### src/rtl/edge_stream_sched.sv
// Byte-stream scheduler: UART rx -> input FIFO -> Edge filter -> output FIFO -> UART tx.
// One pixel in flight through the filter; tx drained under a busy handshake.

module esched_fifo #(
  parameter int DEPTH = 4,
  parameter int AW    = $clog2(DEPTH)
) (
  input  logic        clk,
  input  logic        rst,
  input  logic        push,
  input  logic [7:0]  wdata,
  input  logic        pop,
  output logic [7:0]  rdata,
  output logic [AW:0] level,
  output logic        full,
  output logic        empty
);
  logic [7:0]    mem [DEPTH];
  logic [AW-1:0] wp, rp;
  logic          do_push, do_pop;

  assign full    = (level == (AW+1)'(DEPTH));
  assign empty   = (level == '0);
  assign do_push = push & ~full;
  assign do_pop  = pop & ~empty;
  assign rdata   = mem[rp];

  always_ff @(posedge clk) begin
    if (do_push) mem[wp] <= wdata;
  end

  always_ff @(posedge clk or posedge rst) begin
    if (rst) begin
      wp    <= '0;
      rp    <= '0;
      level <= '0;
    end else begin
      if (do_push) wp <= wp + 1'b1;
      if (do_pop)  rp <= rp + 1'b1;
      level <= level + (AW+1)'(do_push) - (AW+1)'(do_pop);
    end
  end
endmodule

module edge_stream_sched #(
  parameter int DEPTH        = 4,
  parameter int EDGE_LAT     = 1,
  parameter int FRAME_PIXELS = 640
) (
  input  logic                     clk,
  input  logic                     rst,
  input  logic                     rx_done,
  input  logic [7:0]               rx_data,
  input  logic                     tx_busy,
  output logic                     tx_start,
  output logic [7:0]               tx_data,
  output logic                     edge_en,
  output logic [7:0]               edge_pix_in,
  input  logic [7:0]               edge_pix_out,
  output logic                     frame_done,
  output logic                     overflow,
  output logic [$clog2(DEPTH):0]   in_level
);
  localparam int AW = $clog2(DEPTH);
  localparam int CW = (FRAME_PIXELS > 1) ? $clog2(FRAME_PIXELS) : 1;
  localparam int LW = (EDGE_LAT > 1) ? $clog2(EDGE_LAT) : 1;

  typedef enum logic [1:0] {E_IDLE, E_ISSUE, E_WAIT, E_STORE} e_state_t;
  typedef enum logic [1:0] {T_IDLE, T_START, T_GUARD, T_WAIT} t_state_t;

  e_state_t e_state, e_next;
  t_state_t t_state, t_next;

  logic          rx_done_q, rx_rise;
  logic          in_pop, in_full, in_empty;
  logic [7:0]    in_rdata;
  logic          out_push, out_pop, out_full, out_empty;
  logic [7:0]    out_rdata;
  logic [AW:0]   out_level;
  logic [7:0]    res_q;
  logic [LW-1:0] wcnt;
  logic          gcnt;
  logic [CW-1:0] pix_cnt;
  logic          lat_done;

  assign rx_rise = rx_done & ~rx_done_q;

  esched_fifo #(.DEPTH(DEPTH)) u_in_fifo (
    .clk(clk), .rst(rst), .push(rx_rise), .wdata(rx_data), .pop(in_pop),
    .rdata(in_rdata), .level(in_level), .full(in_full), .empty(in_empty)
  );

  esched_fifo #(.DEPTH(DEPTH)) u_out_fifo (
    .clk(clk), .rst(rst), .push(out_push), .wdata(res_q), .pop(out_pop),
    .rdata(out_rdata), .level(out_level), .full(out_full), .empty(out_empty)
  );

  assign lat_done   = (wcnt == LW'(EDGE_LAT - 1));
  assign edge_en    = (e_state == E_ISSUE);
  assign out_push   = (e_state == E_STORE);
  assign frame_done = out_push && (pix_cnt == CW'(FRAME_PIXELS - 1));
  assign tx_start   = (t_state == T_START);

  // With one pixel in flight, a non-full output FIFO in E_IDLE is the reservation:
  // only the tx side touches it until our own E_STORE push.
  always_comb begin
    e_next = e_state;
    in_pop = 1'b0;
    case (e_state)
      E_IDLE:  if (!in_empty && !out_full) begin
                 in_pop = 1'b1;
                 e_next = E_ISSUE;
               end
      E_ISSUE: e_next = E_WAIT;
      E_WAIT:  if (lat_done) e_next = E_STORE;
      E_STORE: e_next = E_IDLE;
      default: e_next = E_IDLE;
    endcase
  end

  always_comb begin
    t_next  = t_state;
    out_pop = 1'b0;
    case (t_state)
      T_IDLE:  if (!out_empty && !tx_busy) begin
                 out_pop = 1'b1;
                 t_next  = T_START;
               end
      T_START: t_next = T_GUARD;
      T_GUARD: if (gcnt) t_next = T_WAIT;
      T_WAIT:  if (!tx_busy) t_next = T_IDLE;
      default: t_next = T_IDLE;
    endcase
  end

  // rx_done_q resets high so a level already high at release is not a byte.
  always_ff @(posedge clk or posedge rst) begin
    if (rst) begin
      rx_done_q   <= 1'b1;
      overflow    <= 1'b0;
      e_state     <= E_IDLE;
      t_state     <= T_IDLE;
      edge_pix_in <= '0;
      res_q       <= '0;
      wcnt        <= '0;
      gcnt        <= 1'b0;
      pix_cnt     <= '0;
      tx_data     <= '0;
    end else begin
      rx_done_q <= rx_done;
      if (rx_rise && in_full) overflow <= 1'b1;
      e_state <= e_next;
      t_state <= t_next;
      if (in_pop) edge_pix_in <= in_rdata;
      if (e_state == E_ISSUE) wcnt <= '0;
      else if (e_state == E_WAIT) wcnt <= wcnt + 1'b1;
      if (e_state == E_WAIT && lat_done) res_q <= edge_pix_out;
      if (out_push) pix_cnt <= frame_done ? '0 : pix_cnt + 1'b1;
      if (t_state == T_START) gcnt <= 1'b0;
      else if (t_state == T_GUARD) gcnt <= 1'b1;
      if (out_pop) tx_data <= out_rdata;
    end
  end
endmodule

### config.mk
export PLATFORM = sky130hd
export DESIGN_NAME = edge_stream_sched
export DESIGN_NICKNAME = d
export VERILOG_FILES = /design/src/rtl/edge_stream_sched.sv
export SDC_FILE = /design/constraint.sdc
export NUM_CORES = 1
export LEC_CHECK = 0
export CORE_MARGIN = 5
export CORE_UTILIZATION = 60
export CTS_BUF_LIST = sky130_fd_sc_hd__clkbuf_2
export CTS_CLUSTER_DIAMETER = 50
export DETAILED_ROUTE_END_ITERATION = 16
export PLACE_DENSITY = 0.82
export SYNTH_ARGS = -nofsm -noshare
export SYNTH_HDL_FRONTEND = slang
export SYNTH_HIERARCHICAL = 1
export SYNTH_SLANG_ARGS = --single-unit
### constraint.sdc
create_clock -name clk -period 3.1 [get_ports clk]
set_input_delay 0.62 -clock clk [delete_from_list [all_inputs] [get_ports clk]]
set_output_delay 0.62 -clock clk [all_outputs]
set_load 0.02 [all_outputs]
==> flow_summary.ini <==
[grt]
grtUsageTotal_pct = 19.3
gr-usage-met1_pct = 23.7
use_met3_pct = 6.16
grt_pass1_wl_um = 15100
grt_antenna_before_repair = 0
grt_pass1_vias = 3062
grt_busiest_layer = met2
overflow = 0
grt.met2_usage_pct = 33.0
grt_max_degree = 26

[setup_path]
crit_arrival_ns = 2.20
crit_type = reg2out
slowest_delay_ns = 0.50
crit_path_max_fanout = 8
crit_chain = or3b_4 -> nor3_2 -> dlygate4sd2_1
critPathLaunchType = register
crit_slowest_cell = dfrtp_1
cp-end-kind = output pin
cp.required_ns = 2.48

[route]
finalWirelength_um = 8770
num_vias = 2749
first_pass_iters = 4
drtIter0Drc = 133
viasPerCell = 5.66
ant_nets = 0
routedWlPerCell_um = 18.0
drc_errors = 0

[logic_synthesis]
synth_enable_flop_cells = 64
syn_area_per_cell_um2 = 16.6
synth_ff_type = edfxtp_1
syn_nets = 354
yosysSeqAreaShare_pct = 64.7
ys_warn_count = 6
syn_inst = 310
yosysUniqueCellTypes = 48
synth_seq_cells = 120
async_flop_share_pct = 46.7
synth_area_um2 = 5130

[cells_and_area]
antenna_cells = 0
nNetsFinal = 412
final_area_um2 = 5940
drive_above_1_share_pct = 23.4
fin_cells = 486
syn_to_final_growth_pct = 15.7

[power]
power_frac_seq_pct = 47.0
p_comb_share_pct = 34.6
p_int_mw = 3.75
p_leak_nw = 2.31
power.switching_mw = 2.07
pwr-share-clk_pct = 18.3
vdd_drop_max_mv = 0.529
sw_frac_of_total_pct = 35.6
power_density_nw_per_um2 = 981

[floorplanning]
die_x_um = 103
initial_utilization_pct = 62.2
rows = 33
die_h_um = 103
core_um2 = 8260
ioPinCount = 43
die_area_um2 = 10500

[clock_tree]
cts_tree = done
cts_root_buffer = clkbuf_2
clkSlewWorstSetupHoldPaths_ns = 0.21
clock_latency_ns = 0.66
clock_path_buffers = 2
cts_setup_buffers = 0
cts.sink_count = 120
numCtsBuffers = 17
htreeDepth = 4

[timing]
hold_slack_ns = 0.291
worstMarginPinSlew_ns = 0.878
finalCritPeriodShare_pct = 90.8
slew_violations = 0
hold_viol = 0
finalSetupViolations = 0
timing.setup.tns_ns = 0
slew_headroom_pct = 41.3
min_period_ns = 2.82
fmax_ghz = 0.355
fin_skew_ns = 0.0337
rsz0062_at_grt = false

[flow_run]
maxCapViolations = 0

[place]
routabilityCongestion = 0.762
hpwl_um = 5780
portBuffers = 42
place_inst = 454
place_area_um2 = 5680

[outcome]
status = completed

[min_path]
hold_class = in2async
## cell usage after synthesis (2+ instances only)
library cell / count / area, µm²
and3b_1: 8 / 70.1
nand2b_1: 9 / 56.3
mux2_2: 26 / 293
buf_4: 2 / 15.0
nand4bb_1: 4 / 45.0
dfrtp_1: 55 / 1380
nor2b_1: 2 / 12.5
a21oi_1: 4 / 20.0
nor3_1: 4 / 20.0
inv_1: 24 / 90.1
xor2_1: 2 / 17.5
mux4_2: 16 / 360
nand3_1: 3 / 15.0
nor2_1: 3 / 11.3
a31oi_1: 2 / 12.5
nand2_1: 5 / 18.8
nor4_1: 2 / 12.5
nor3b_4: 2 / 37.5
clkbuf_2: 2 / 10.0
ha_1: 22 / 275
fa_1: 2 / 40.0
edfxtp_1: 64 / 1920
xnor2_1: 11 / 96.3
o31ai_1: 2 / 15.0
o211ai_1: 4 / 30.0
buf_2: 3 / 15.0
o311ai_1: 2 / 17.5
o22ai_1: 3 / 18.8
nand4_1: 3 / 18.8
## kinds of logic (layout without fill, tap and decap cells)
family	Yosys count	count (layout)	share of synthesized area (%)
simple gates	53	53	7.80
buf+inv	32	103	2.61
compound gates	25	25	3.58
mux	43	43	12.9
xor+xnor	13	13	2.22
flops	120	120	64.7
fa+ha+maj	24	24	6.14
## per-stage QoR
stage,utilization (%),setup WS (ns),total power [mW]
2_1_floorplan,-,0.586,4.10
3_3_place_gp,68.8,0.357,4.68
3_5_place_dp,68.8,0.319,4.81
4_1_cts,71.9,0.199,5.90
5_1_grt,71.9,0.0980,6.24
6_report,71.9,0.285,5.83
## cell type report
class	instances	area, µm²
flip-flops and latches	120	3320
fillers	537	2320
multi-input cells	158	1680
repair buffers	47	457
clock inverters	15	176
well taps	105	131
inverters	24	90.1
clock buffers	17	85.1
## sequential cells by signal (all words and copies together) (netlist names)
name and count:
u_in_fifo/mem 32, u_out_fifo/mem 32, pix_cnt 10, edge_pix_in 8
res_q 8, tx_data 8, u_in_fifo/level 3, u_out_fifo/level 3
e_state 2, t_state 2, u_in_fifo/rp 2, u_in_fifo/wp 2
u_out_fifo/rp 2, u_out_fifo/wp 2, gcnt 1, overflow 1
rx_done_q 1, wcnt 1
## cell usage in the layout (no fill, tap or decap), types with 3 or more instances in the layout
cell	count
edfxtp_1	64
dfrtp_1	55
clkdlybuf4s50_1	41
mux2_2	26
inv_1	23
ha_1	22
clkbuf_2	17
mux4_2	16
xnor2_1	11
nand2b_1	9
inv_6	8
and3b_1	8
nand2_1	5
buf_4	5
nor3_1	4
a21oi_1	4
nand4bb_1	4
o211ai_1	4
nand3_1	3
o22ai_1	3
nand4_1	3
nor2_1	3
## path summary, 6_finish.rpt
path | from | to | slack [ns] | cells past startpoint
max | pix_cnt[7] | frame_done | 0.28 | 3
min | rst | u_in_fifo/level[0] | 0.29 | 2
max reg2reg | u_out_fifo/level[2] | u_in_fifo/level[2] | 0.61 | 11
min reg2reg | overflow | overflow | 0.50 | 1
max in group asynchronous | rst | rx_done_q | 2.04 | 3
min in group clk | rx_done | rx_done_q | 0.36 | 1
## layer usage
metal	share of wire, %	routed length, µm	vias up
li1	-	-	1282
met1	43	3760	1401
met2	52	4570	56
met3	4.1	361	10
met4	0.79	69	0
met5	0	0	-
## power groups by stage
stage	Combinational, mW	Clock, mW	Sequential, mW
6_report	2.02	1.07	2.74
5_1_grt	2.23	1.19	2.83
4_1_cts	2.05	1.10	2.75
3_5_place_dp	2.03	0	2.78
3_3_place_gp	1.93	0	2.75
2_1_floorplan	1.38	0	2.72
## repair_timing
action                     CTS  global route
gates resized for setup      1             0
hold buffers                 0             0
setup endpoints to repair    1             0
## worst max-delay path, delay by kind of cell, from the launching register on
kind          cells  cell delay (ns)
simple gates      2             0.68
flops             1             0.50
buf+inv           1             0.37
Note: power is estimated with default switching activity, not from simulation.
